<file path="src/rtl/instr_issue_unit.sv">
// Instruction issue unit: fetches from a small loadable imem, decodes, and feeds the
// 3-stage pipeline, inserting bubbles on RAW hazards (no forwarding) and draining on HALT.
//
// state | meaning
// IDLE  | after reset; loads and start accepted
// RUN   | fetch/decode/issue one word (or bubble) per cycle
// DRAIN | emit 3 bubbles so the pipeline retires its last instruction
// DONE  | program finished; loads and start accepted
module instr_issue_unit #(
  parameter int DEPTH = 16,
  parameter int AW    = 4
) (
  input  logic          clk,
  input  logic          reset,
  input  logic          i_load_en,
  input  logic [AW-1:0] i_load_addr,
  input  logic [31:0]   i_load_data,
  input  logic          i_start,
  output logic [4:0]    o_rs1,
  output logic [4:0]    o_rs2,
  output logic [4:0]    o_rd,
  output logic [3:0]    o_func,
  output logic [31:0]   o_addr,
  output logic          o_issue_valid,
  output logic          o_busy,
  output logic          o_done,
  output logic [AW-1:0] o_pc,
  output logic [15:0]   o_bubble_cnt
);

  typedef enum logic [1:0] {S_IDLE, S_RUN, S_DRAIN, S_DONE} state_t;

  localparam logic [3:0]    FUNC_HALT   = 4'hE;
  localparam logic [3:0]    FUNC_BUBBLE = 4'hF;
  localparam logic [AW-1:0] PC_LAST     = AW'(DEPTH - 1);

  logic [31:0]   r_imem [DEPTH];
  state_t        r_state, w_next_state;
  logic [AW-1:0] r_pc, w_pc_next;
  logic [4:0]    r_h1, r_h2;
  logic [1:0]    r_drain_cnt, w_drain_cnt_next;
  logic [15:0]   r_bubble_cnt;

  logic [4:0]    r_rs1, r_rs2, r_rd;
  logic [3:0]    r_func;
  logic [31:0]   r_addr;
  logic          r_issue_valid, r_busy, r_done;

  logic          w_accept_cmd;
  logic [31:0]   w_instr;
  logic [3:0]    w_func;
  logic [4:0]    w_rd, w_rs1, w_rs2;
  logic [12:0]   w_imm;
  logic          w_is_halt, w_hazard;
  logic          w_issue, w_hz_bubble, w_clear;

  assign w_accept_cmd = (r_state == S_IDLE) || (r_state == S_DONE);

  always_ff @(posedge clk) begin
    if (i_load_en && w_accept_cmd) r_imem[i_load_addr] <= i_load_data;
  end

  assign w_instr   = r_imem[r_pc];
  assign w_func    = w_instr[3:0];
  assign w_rd      = w_instr[8:4];
  assign w_rs1     = w_instr[13:9];
  assign w_rs2     = w_instr[18:14];
  assign w_imm     = w_instr[31:19];
  assign w_is_halt = (w_func == FUNC_HALT);

  // A nonzero source can never match a zero history slot, so bubbles never cause stalls.
  assign w_hazard = ((w_rs1 != 5'd0) && ((w_rs1 == r_h1) || (w_rs1 == r_h2))) ||
                    ((w_rs2 != 5'd0) && ((w_rs2 == r_h1) || (w_rs2 == r_h2)));

  always_comb begin
    w_next_state     = r_state;
    w_pc_next        = r_pc;
    w_drain_cnt_next = r_drain_cnt;
    w_issue          = 1'b0;
    w_hz_bubble      = 1'b0;
    w_clear          = 1'b0;
    case (r_state)
      S_IDLE, S_DONE: begin
        if (i_start) begin
          w_next_state = S_RUN;
          w_pc_next    = '0;
          w_clear      = 1'b1;
        end
      end
      S_RUN: begin
        if (w_is_halt) begin
          w_next_state     = S_DRAIN;
          w_drain_cnt_next = 2'd0;
        end else if (w_hazard) begin
          w_hz_bubble = 1'b1;
        end else begin
          w_issue = 1'b1;
          if (r_pc == PC_LAST) begin
            w_next_state     = S_DRAIN;
            w_drain_cnt_next = 2'd0;
          end else begin
            w_pc_next = r_pc + AW'(1);
          end
        end
      end
      S_DRAIN: begin
        if (r_drain_cnt == 2'd2) w_next_state = S_DONE;
        else                     w_drain_cnt_next = r_drain_cnt + 2'd1;
      end
      default: w_next_state = S_IDLE;
    endcase
  end

  always_ff @(posedge clk) begin
    if (reset) begin
      r_state       <= S_IDLE;
      r_pc          <= '0;
      r_h1          <= 5'd0;
      r_h2          <= 5'd0;
      r_drain_cnt   <= 2'd0;
      r_bubble_cnt  <= 16'd0;
      r_rs1         <= 5'd0;
      r_rs2         <= 5'd0;
      r_rd          <= 5'd0;
      r_func        <= FUNC_BUBBLE;
      r_addr        <= 32'd0;
      r_issue_valid <= 1'b0;
      r_busy        <= 1'b0;
      r_done        <= 1'b0;
    end else begin
      r_state     <= w_next_state;
      r_pc        <= w_pc_next;
      r_drain_cnt <= w_drain_cnt_next;

      if (w_clear) begin
        r_h1         <= 5'd0;
        r_h2         <= 5'd0;
        r_bubble_cnt <= 16'd0;
      end else if (r_state == S_RUN) begin
        r_h2 <= r_h1;
        r_h1 <= w_issue ? w_rd : 5'd0;
        if (w_hz_bubble && (r_bubble_cnt != 16'hFFFF)) r_bubble_cnt <= r_bubble_cnt + 16'd1;
      end

      if (w_issue) begin
        r_rs1         <= w_rs1;
        r_rs2         <= w_rs2;
        r_rd          <= w_rd;
        r_func        <= w_func;
        r_addr        <= {19'd0, w_imm};
        r_issue_valid <= 1'b1;
      end else begin
        r_rs1         <= 5'd0;
        r_rs2         <= 5'd0;
        r_rd          <= 5'd0;
        r_func        <= FUNC_BUBBLE;
        r_addr        <= 32'd0;
        r_issue_valid <= 1'b0;
      end

      r_busy <= (w_next_state == S_RUN) || (w_next_state == S_DRAIN);
      r_done <= (w_next_state == S_DONE);
    end
  end

  assign o_rs1         = r_rs1;
  assign o_rs2         = r_rs2;
  assign o_rd          = r_rd;
  assign o_func        = r_func;
  assign o_addr        = r_addr;
  assign o_issue_valid = r_issue_valid;
  assign o_busy        = r_busy;
  assign o_done        = r_done;
  assign o_pc          = r_pc;
  assign o_bubble_cnt  = r_bubble_cnt;

endmodule

</file>
<file path="config.mk">
export PLATFORM = sky130hd
export DESIGN_NAME = instr_issue_unit
export DESIGN_NICKNAME = d
export VERILOG_FILES = /design/src/rtl/instr_issue_unit.sv
export SDC_FILE = /design/constraint.sdc
export NUM_CORES = 1
export LEC_CHECK = 0
export ABC_AREA = 1
export CAP_MARGIN = 20
export CORE_MARGIN = 2
export CORE_UTILIZATION = 46
export DETAILED_ROUTE_END_ITERATION = 8
export GPL_ROUTABILITY_DRIVEN = 0
export GPL_TIMING_DRIVEN = 0
export PLACE_DENSITY = 0.65
export SLEW_MARGIN = 20
export SYNTH_ARGS = -nofsm -noshare
export SYNTH_HDL_FRONTEND = slang
export SYNTH_SLANG_ARGS = --single-unit
</file>
<file path="constraint.sdc">
create_clock -name clk -period 2.75 [get_ports clk]
set_clock_uncertainty 0.2 [all_clocks]
set_input_delay 0.55 -clock clk [delete_from_list [all_inputs] [get_ports clk]]
set_output_delay 0.55 -clock clk [all_outputs]
set_load 0.005 [all_outputs]
</file>
==> results of run 1 <==
## kinds of logic after synthesis
family                     count (synthesis)
AOI/OAI and AO/OA                        355
DFF                                      585
adders and majority gates                  6
and+or+nand+nor                          815
other                                      1
buffers and inverters                    253
xor gates and xnor gates                  16
## critical path: cells and delay by family (launching register included)
kind | cells | cell delay, ps
flip-flops | 1 | 330
buffers and inverters | 7 | 960
AO/OA/AOI/OAI | 3 | 650
AND/OR/NAND/NOR | 6 | 790
## layout by cell type (no fill, tap or decap), types with 6 or more instances in the layout
cell             count
conb_1              19
clkinv_1             8
nand3_1            121
buf_2               14
a21oi_1             58
buf_8               16
a221oi_1             9
clkbuf_2            16
a211oi_1             6
buf_6               30
nor2_2               6
bufinv_16            6
o21ai_0            146
clkbuf_1            41
dfxtp_1             71
inv_1              110
nand2_4              9
clkdlybuf4s50_1     94
nor2_1             210
clkbuf_16           59
a21oi_2             19
o22ai_1             19
ha_1                 6
nor2_4              21
nand3_2             29
clkinv_2            11
o21ai_1             16
buf_12              28
o221ai_1            36
xor2_1              12
clkbuf_8             8
nand2_2             36
a211oi_4            12
buf_16              20
nand3_4              9
buf_4               88
nand2_1            352
edfxtp_1           512
## path summary, 6_finish.rpt
check,endpoint,cells after the start,from
worst max-delay path,o_addr[3],16,flop
worst min-delay path,o_bubble_cnt[6],2,o_bubble_cnt[6]
worst max register to register,o_addr[3],16,flop
worst min register to register,o_bubble_cnt[6],2,o_bubble_cnt[6]
## routing by layer
metal  vias to the layer above  wire (um)  track usage [%]
met1                      8395      27400             34.0
li1                       7719          -                -
met5                         -          0                0
met3                       175       7010             5.12
met4                         0       2440             10.7
met2                      1024      34400             43.1
## power breakdown
part / total [mW] / leakage, nW / switching, mW / internal (mW)
clock: 8.12 / 0.956 / 3.43 / 4.70
combinational: 11.9 / 4.74 / 7.40 / 4.46
sequential: 10.2 / 5.21 / 0.163 / 10.0
total: 30.2 / 10.9 / 11.0 / 19.2
## final cells by class
class / instances / area, um2
fill: 3965 / 20900
sequential: 585 / 16800
multi-input combinational: 1211 / 6710
timing repair buffer: 210 / 2560
clock buffer: 80 / 1630
buffer: 131 / 1060
tap: 680 / 851
inverter: 119 / 480
clock inverter: 28 / 324
antenna: 1 / 2.50
## what timing repair did
item,CTS,global route
gates cloned,7,0
pin swaps,32,58
setup endpoints to repair,326,363
buffers inserted,64,20
gates resized for setup,219,111
hold endpoints to repair,0,0
## sequential cells by signal (all words and copies together) (netlist names), named ones only
register       count
o_addr            13
o_bubble_cnt      16
o_busy             1
o_done             1
o_func             4
o_issue_valid      1
o_pc               4
o_rd               5
o_rs1              5
o_rs2              5
r_drain_cnt        2
r_h1               5
r_h2               5
r_imem           512
r_state            2
## through the flow
stage	TNS, ps	power (mW)	cells	hold WS, ps
3_5_place_dp	-150690	19.1	2852	288
3_3_place_gp	-1093910	18.9	2823	272
6_report	-6980	30.2	3045	286
4_1_cts	-2460	29.2	3031	291
5_1_grt	-15280	31.3	3044	324
2_1_floorplan	-67940	15.8	2049	254
==> metrics, run 1 <==
final worst slack -284 ps; design area 30,400 um2; main combinational cell family by area after synthesis simple AND/OR/NAND/NOR gates; synthesis-stage register bit count 585; ANT nets after route 0; initial antenna violation count 1; Synth area leader edfxtp_1; clk slew on worst S/H paths 70 ps; Slew headroom 16.3%; largest net degree at the start of global routing 19; Power Dens Cells 991 nW/um2; min Tclk post-route between 3000 and 4000 ps; status finished, violations left; hold violation count in the final report 0; CTS tree done; Post-synth top flop edfxtp_1; dpl ws -968 ps; EDFF count, synth 512; r2r setup slk -280 ps; VDD IR max 0.000790 V; simple-gate portion of the synthesized area 14.3%; Total GRT Usage 26.2%; die span in x 232 um; first-iteration detailed-routing DRC count 2,206; PortBufs 94; leak pwr 10.9 nW; DP HPWL 43.1 mm; FFs w/ async S/R, synth 0%; Syn-to-layout area delta 27.6%; vias in the first global route 16,900; post-DR wirelength/cell between 20 and 25 um; Max FO, Critical Path 8; worst path cell trace buf_12 -> buf_12 -> buf_16 -> buf_16 -> nor2_4 -> o22ai_2 -> o211ai_1 -> nand2_1 -> nand4_1 -> inv_2 -> nor2_8 -> inv_4 -> nor2_8 -> nand2_8 -> buf_12 -> a211oi_4; CTS sink count 585; Synth Area in Compound Gates 9.09%; grt total ovfl 0; Site Rows 83; fin. max-slew vios 0; CTS Buf Count 59; Chip Height 232 um; Tightest Pin Transition 1260 ps; top-level I/O count 114; CP peak stage delay roughly 330 ps; layout cells sized above 1 approximately a fifth; Skew-Pair Late Insertion Delay 650 ps; largest cells by area after synthesis edfxtp_1 (64%), nand2_1 (6.2%), dfxtp_1 (6.1%); Initial Utilization between 40 and 50%; CTS max path bufs 3; Max Clk Rate roughly 0.33 GHz; post-synth top area share 64.4%; first-pass GRT wire length 104 mm; Placed Instance Area 26,500 um2; H-Tree Depth 2; post-synthesis mux area share 0%; Synth Instances about 2,000; CORE AREA 51,300 um2; die area 53,700 um2; Post-Route Utilization a little under 60%; post-synth design cell area 23,900 um2; most frequent cells after synthesis edfxtp_1 (512), nand2_1 (393), nor2_1 (237), o21ai_0 (159), nand3_1 (149); final worst-path cycle share 110%; Crit Path Class flop to flop; nets between 2,000 and 2,500; failing checks setup timing; # DRC 0; crit-path most repeated cell buf_12; clock root buffer clkbuf_16; top-count cell post-synth edfxtp_1; Seq/Total Area, Yosys 70.6%; Cell variety after synth 42; RSZ-0062 raised after global routing yes; Syn Area/Cell 11.7 um2; Hold Path Class flop to flop; CTS Hold Bufs 0; final wirelength 71.2 mm; post-synthesis xor/xnor area fraction 0.587%; CP Data Required Time 3090 ps; # setup viols final 52; 1st-pass router iterations 6; CP endpoint kind flop; Synth warnings 0; Vias/cell between 5 and 6; Vias 17,300; max cap viols 0; CP Data Arrival Time 3380 ps; CP max stage cell dfxtp_2; element type at the critical path start flop; Synth Area in Adders 0.315%
Power figures use the tool's default switching activity.
==> run 2, diff against run 1 <==
REMOVE_ABC_BUFFERS = 1   (was default)
==> run 2 against run 1 <==
Compared with the run above:
- the run still ends with setup timing left
- via count about the same
- power increased by 3.7%
- final cell count decreased by 2.7%
- critical path type unchanged
- clock-buffer cell count decreased by 4
- sequential share of layout area decreased by 0.81 points
- critical endpoint is now o_pc[0]
- setup slack got worse by 170 ps
- clock power increased by 0.6%
- core utilization increased by 0.93 points
==> metrics, run 2 (synthesis gave the netlist of run 1 again) <==
Syn-to-layout area delta 29.6%; Largest Register r_imem; CORE AREA 51,300 um2 (unchanged); Hold Startpoint o_bubble_cnt[6]; Crit Path Class flop to flop; Initial Utilization 46.5% (unchanged); max cap viols 0 (unchanged); largest net degree at the start of global routing 91 (+72); Post-Route Utilization 60.3% (+0.93 points); grt total ovfl 0 (unchanged); # setup viols final 68 (+31%); Site Rows 83 (unchanged); CP Data Arrival Time 3530 ps (+150 ps); CTS Hold Bufs 0 (unchanged); ANT nets after route 0 (unchanged); nets 2,278 (-3.6%); Worst Hold Path Cells 2 (unchanged); worst-case reg-to-reg path depth 18 (+2); H-Tree Depth 2 (unchanged); Total GRT Usage 26.1% (-0.043 points); 1st-pass router iterations 6 (unchanged); Chip Height 232 um (unchanged); RSZ-0062 raised after global routing yes; CTS max path bufs 3 (unchanged); post-DR wirelength/cell 24.6 um (+5.2%); Tightest Pin Transition 1050 ps (-209 ps); first-pass GRT wire length 104 mm (-0.42%); layout cells sized above 1 20.3% (-0.18 points); max reg flops 512 (unchanged); clock root buffer clkbuf_16; CP Data Required Time 3070 ps (-20 ps); sum of negative setup slack -24,130 ps (-17,140 ps); failing checks setup timing; DP HPWL 33.0 mm (-23%); Max FO, Critical Path 22 (+14); Max Clk Rate 0.312 GHz (-5.3%); RR Endpoint o_pc[0]; final worst-path cycle share 116% (+6.1 points); FILL cells 3,791 (-4.4%); Power Dens Cells 1010 nW/um2 (+2.1%); initial antenna violation count 3 (+2); commonest cells after routing, fill and taps aside edfxtp_1 (512), nand2_1 (344), nor2_1 (203); CTS sink count 585 (unchanged); leak pwr 11.0 nW (+0.66%); die span in x 232 um (unchanged); first-iteration detailed-routing DRC count 2,177 (-1.3%); Slew headroom 29.8% (+14 points); status finished, violations left; CP endpoint kind flop; PortBufs 94 (unchanged); r2r setup slk -450 ps (-170 ps); # DRC 0 (unchanged); CTS tree done; top-level I/O count 114 (unchanged); VDD IR max 0.000599 V (-24%); commonest non-fill, non-tap cell in the layout edfxtp_1; Skew-Pair Late Insertion Delay 640 ps (about the same); Vias/cell 5.84 (+2.7%); Hold Path Class flop to flop; clk slew on worst S/H paths 70 ps (about the same); die area 53,700 um2 (unchanged); fin. max-slew vios 0 (unchanged); final wirelength 72.9 mm (+2.3%); min Tclk post-route 3200 ps (+169 ps); Hold Path Sink o_bubble_cnt[6]; hold violation count in the final report 0 (unchanged); CTS Buf Count 58 (-1.7%); element type at the critical path start flop; vias in the first global route 16,400 (-2.6%); final worst slack -453 ps (-169 ps); Vias 17,300 (-0.069%)
[run 2: per-stage QoR]
step                setup slack (ps)  power, mW  std cells  cell area, um2  hold WS, ps
finish                          -453       31.3       2962           30900          295
global route                    -548       32.4       2961           30900          309
CTS                             -358       29.7       2940           30200          288
detailed placement             -1690       18.2       2726           26000          280
global placement              -11720       15.8       2689           25000          269
floorplan                      -5610       14.6       1915           23200          254
[run 2: routing by layer]
metal	global-route usage [%]	share of wire, %	up-vias
li1	-	-	7570
met1	34.0	38	8482
met2	42.9	48	1027
met3	5.00	9.7	218
met4	10.9	4.6	4
met5	0	0.040	-
[run 2: what timing repair did]
action                                  4_1_cts  5_1_grt
pin swaps                                    67       77
resized for setup                           169      127
setup buffers                                72       18
endpoints found under the setup margin      317      185
cloned                                       36        5
[run 2: worst max-delay path, cell delays in order (launching register included)]
cell	delay, ps
dfxtp_4	400
buf_16	180
inv_16	70
buf_16	180
o21ai_1	190
o221ai_1	160
nand3_1	120
nand2_1	80
inv_2	80
nand4_1	360
inv_2	250
buf_6	140
buf_6	90
nand2_2	30
nand4_1	130
buf_6	160
nand2_2	60
nand2_1	90
nor2_2	70
[run 2: layout make-up]
type / instances / area, um2 / share of cell area (%)
inverters: 119 / 523 / 1.69
multi-input cells: 1214 / 6910 / 22.4
repair buffers: 244 / 3690 / 11.9
diodes: 1 / 2.50 / 0.00809
clock buffers: 76 / 1590 / 5.15
repair inverters: 10 / 129 / 0.417
clock inverters: 33 / 377 / 1.22
well taps: 680 / 851 / 2.75
flip-flops and latches: 585 / 16900 / 54.5
[run 2: worst max path at each step]
stage          start   endpoint  slack [ps]  cells after the start
2_1_floorplan   flop     o_busy       -5610                     21
3_5_place_dp    flop  o_func[1]       -1690                     15
3_3_place_gp    flop  o_addr[1]      -11720                     12
5_1_grt         flop  o_func[2]        -550                     21
6_report        flop    o_pc[0]        -450                     18
4_1_cts         flop     o_busy        -360                     19
[run 2: report_power, final]
part	switching (mW)	internal (mW)	leakage, nW
sequential	0.212	10.0	5.21
clock	3.43	4.74	0.960
combinational	7.75	5.12	4.81
total	11.4	19.9	11.0
==> patch: new RTL, config.mk and constraints of run 1 <==
Take the reset off `r_pc` and load it in a clocked block of its own.
--- a/src/rtl/instr_issue_unit.sv
+++ b/src/rtl/instr_issue_unit.sv
@@ -115,5 +115,4 @@
     if (reset) begin
       r_state       <= S_IDLE;
-      r_pc          <= '0;
       r_h1          <= 5'd0;
       r_h2          <= 5'd0;
@@ -130,5 +129,4 @@
     end else begin
       r_state     <= w_next_state;
-      r_pc        <= w_pc_next;
       r_drain_cnt <= w_drain_cnt_next;
 
@@ -164,4 +162,8 @@
   end
 
+  always_ff @(posedge clk) begin
+    r_pc <= w_pc_next;
+  end
+
   assign o_rs1         = r_rs1;
   assign o_rs2         = r_rs2;
Formal check against the unedited RTL: differs if reset is asserted again (counterexample within 4 cycles, from zero or initial values and one cycle with reset high); with reset held inactive, the same outputs for 4 cycles.
==> patch against run 1 <==
  * Sequential power is essentially flat
  * Count of clock-buffer cells in the layout shrank 8
  * Wire length shrank 4.4%
  * Fmax grew 3.7%
  * Die area shrank 0.30%
  * Design area shrank 0.58%
  * Worst setup slack gained 110 ps
  * The run still ends with negative setup slack left
  * Synthesized cell count grew 1.0%
  * Sequential cell count is the same
  * Critical path depth grew 2
  * Combinational power shrank 11%
  * First-iteration DRC count shrank 9.7%
  * Power shrank 4.2%
  * Synthesized area shrank 0.31%
  * Largest cell class unchanged
==> patch: results (changes against run 1) <==
[run_status]
status=complete, but fails checks  ; unchanged
violations=negative setup slack  ; unchanged

[place]
io_buffers=94  ; unchanged
dp_cells=2869  ; was 2852
dp_slack_ps=-857  ; was -968 ps
hpwl_um=42000  ; was 43100 um

[logic_synthesis]
synth_edf_count=516  ; was 512
synth.area.top_cells=edfxtp_1 65%, nand2_1 6.1%, dfxtp_1 5.8%, nor2_1 4.4%, o21ai_0 3.4%  ; was edfxtp_1 64%, nand2_1 6.2%, dfxtp_1 6.1%, nor2_1 3.7%, o21ai_0 3.3%
seq_area_frac_synth_pct=70.9  ; was 70.6%
yosys-top-cells-count=516 x edfxtp_1, 386 x nand2_1, 277 x nor2_1, 163 x o21ai_0, 141 x nand3_1  ; was 512 x edfxtp_1, 393 x nand2_1, 237 x nor2_1, 159 x o21ai_0, 149 x nand3_1
ys.warnings.count=0  ; unchanged
async_flop_share_pct=0  ; unchanged
ys_types=41  ; was 42
syn_avg_cell_area_um2=11.6  ; was 11.7 um^2
synth_flop_cell=edfxtp_1  ; unchanged

[global_routing]
grt_pass1_wl_um=100000  ; was 104000 um
grt_usage_pct=24.9  ; was 26.2%
use_met3_pct=4.36  ; was 5.12%
antenna_found_initial=0  ; was 1
use_met1_pct=33.0  ; was 34.0%
grtUsageMet2_pct=41.2  ; was 43.1%
grt_max_degree=21  ; was 19
grt_pass1_vias=16500  ; was 16900

[critical_path]
critPathMaxStageDelay_ps=360  ; was 330 ps
critPathSlowestCell=dfxtp_2  ; unchanged
crit_family=simple AND/OR/NAND/NOR gates  ; was buffers and inverters
critical_path_peak_fanout=7  ; was 8
worstPathArrival_ps=3260  ; was 3380 ps

[power]
ir_drop_mv=0.555  ; was 0.790 mV
p_comb_share_pct=36.8  ; was 39.3%
comb-power_uw=10600  ; was 11900 uW
p_clk_uw=8020  ; was 8120 uW
p_leak_uw=0.0109  ; about the same
netSwitchingFraction_pct=35.1  ; was 36.4%

[route]
via_per_inst=5.64  ; was 5.69
wire_per_inst_um=22.3  ; was 23.4 um
drtIter0Drc=1993  ; was 2206
wl_met3_um=6590  ; was 7010 um
drt-met1-wl_um=26400  ; was 27400 um
route.final.wire_length_um=68100  ; was 71200 um
met2_length_um=32600  ; was 34400 um
highest_layer=met4  ; unchanged
ant_nets=0  ; unchanged

[cells_and_area]
nets=2370  ; was 2363
n_fill_cell=3973  ; was 3965
drive_gt1_share_pct=19.3  ; was 20.5%
largest_register=r_imem  ; unchanged
antennaDiodeCount=0  ; was 1

[worst_hold_path]
hold_path.class=register to register  ; unchanged

[clock_network]
numCtsBuffers=59  ; unchanged
clock_latency_ps=630  ; was 650 ps

[sta]
setup_viol=64  ; was 52
tightest_slew_ps=719  ; was 1260 ps
setup_slack_ps=-176  ; was -284 ps
setup_tns_ps=-6840  ; was -6980 ps

patch: cell count changes after synthesis, sizes merged, moves of 8 or more:
| cell | delta |
|---|---|
| a31oi | +10 |
| o21ai | +9 |
| nand3 | -16 |
| nor2 | +39 |
| a221oi | +8 |
| a211oi | -19 |
| a21oi | -9 |
| o211ai | +8 |
patch: logic make-up (layout without fill, tap and decap cells):
group / Yosys count / count (layout) / share of synthesized area (%)
adder cells (fa/ha/maj): 6 / 6 / 0.316
AND/OR/NAND/NOR: 838 / 839 / 14.4
buffers and inverters: 258 / 560 / 5.13
flip-flops: 585 / 585 / 70.9
XOR/XNOR: 13 / 13 / 0.479
other: 1 / 19 / 0.0158
AO/OA/AOI/OAI: 351 / 351 / 8.68
patch: stage by stage:
stage,hold WS (ps),area [um^2]
finish,294,30300
floorplan,241,23900
CTS,296,29700
global placement,255,25700
detailed placement,282,26400
global route,329,30300
patch: timing repair:
| action | 4_1_cts | 5_1_grt |
|---|---|---|
| endpoints found under the setup margin | 172 | 115 |
| pin swaps | 49 | 44 |
| gates resized for setup | 248 | 97 |
| gates cloned | 10 | 2 |
| hold buffers | 0 | 0 |
| setup buffers | 47 | 15 |
patch: path summary, 6_finish.rpt:
check,startpoint,endpoint,slack (ps),cells past startpoint
min,r_h2[1],r_h2[1],290,2
max,register,o_addr[2],-180,18
min reg2reg,r_h2[1],r_h2[1],290,2
max reg2reg,register,o_addr[2],-180,18
patch: area by class of cell:
class | count | share of cell area, %
tap | 680 | 2.81
clock buffer | 72 | 5.25
buffer | 132 | 3.58
timing repair buffer | 191 | 7.85
timing repair inverter | 1 | 0.0372
sequential | 585 | 55.8
multi-input combinational | 1228 | 21.9
inverter | 126 | 1.67
clock inverter | 38 | 1.12
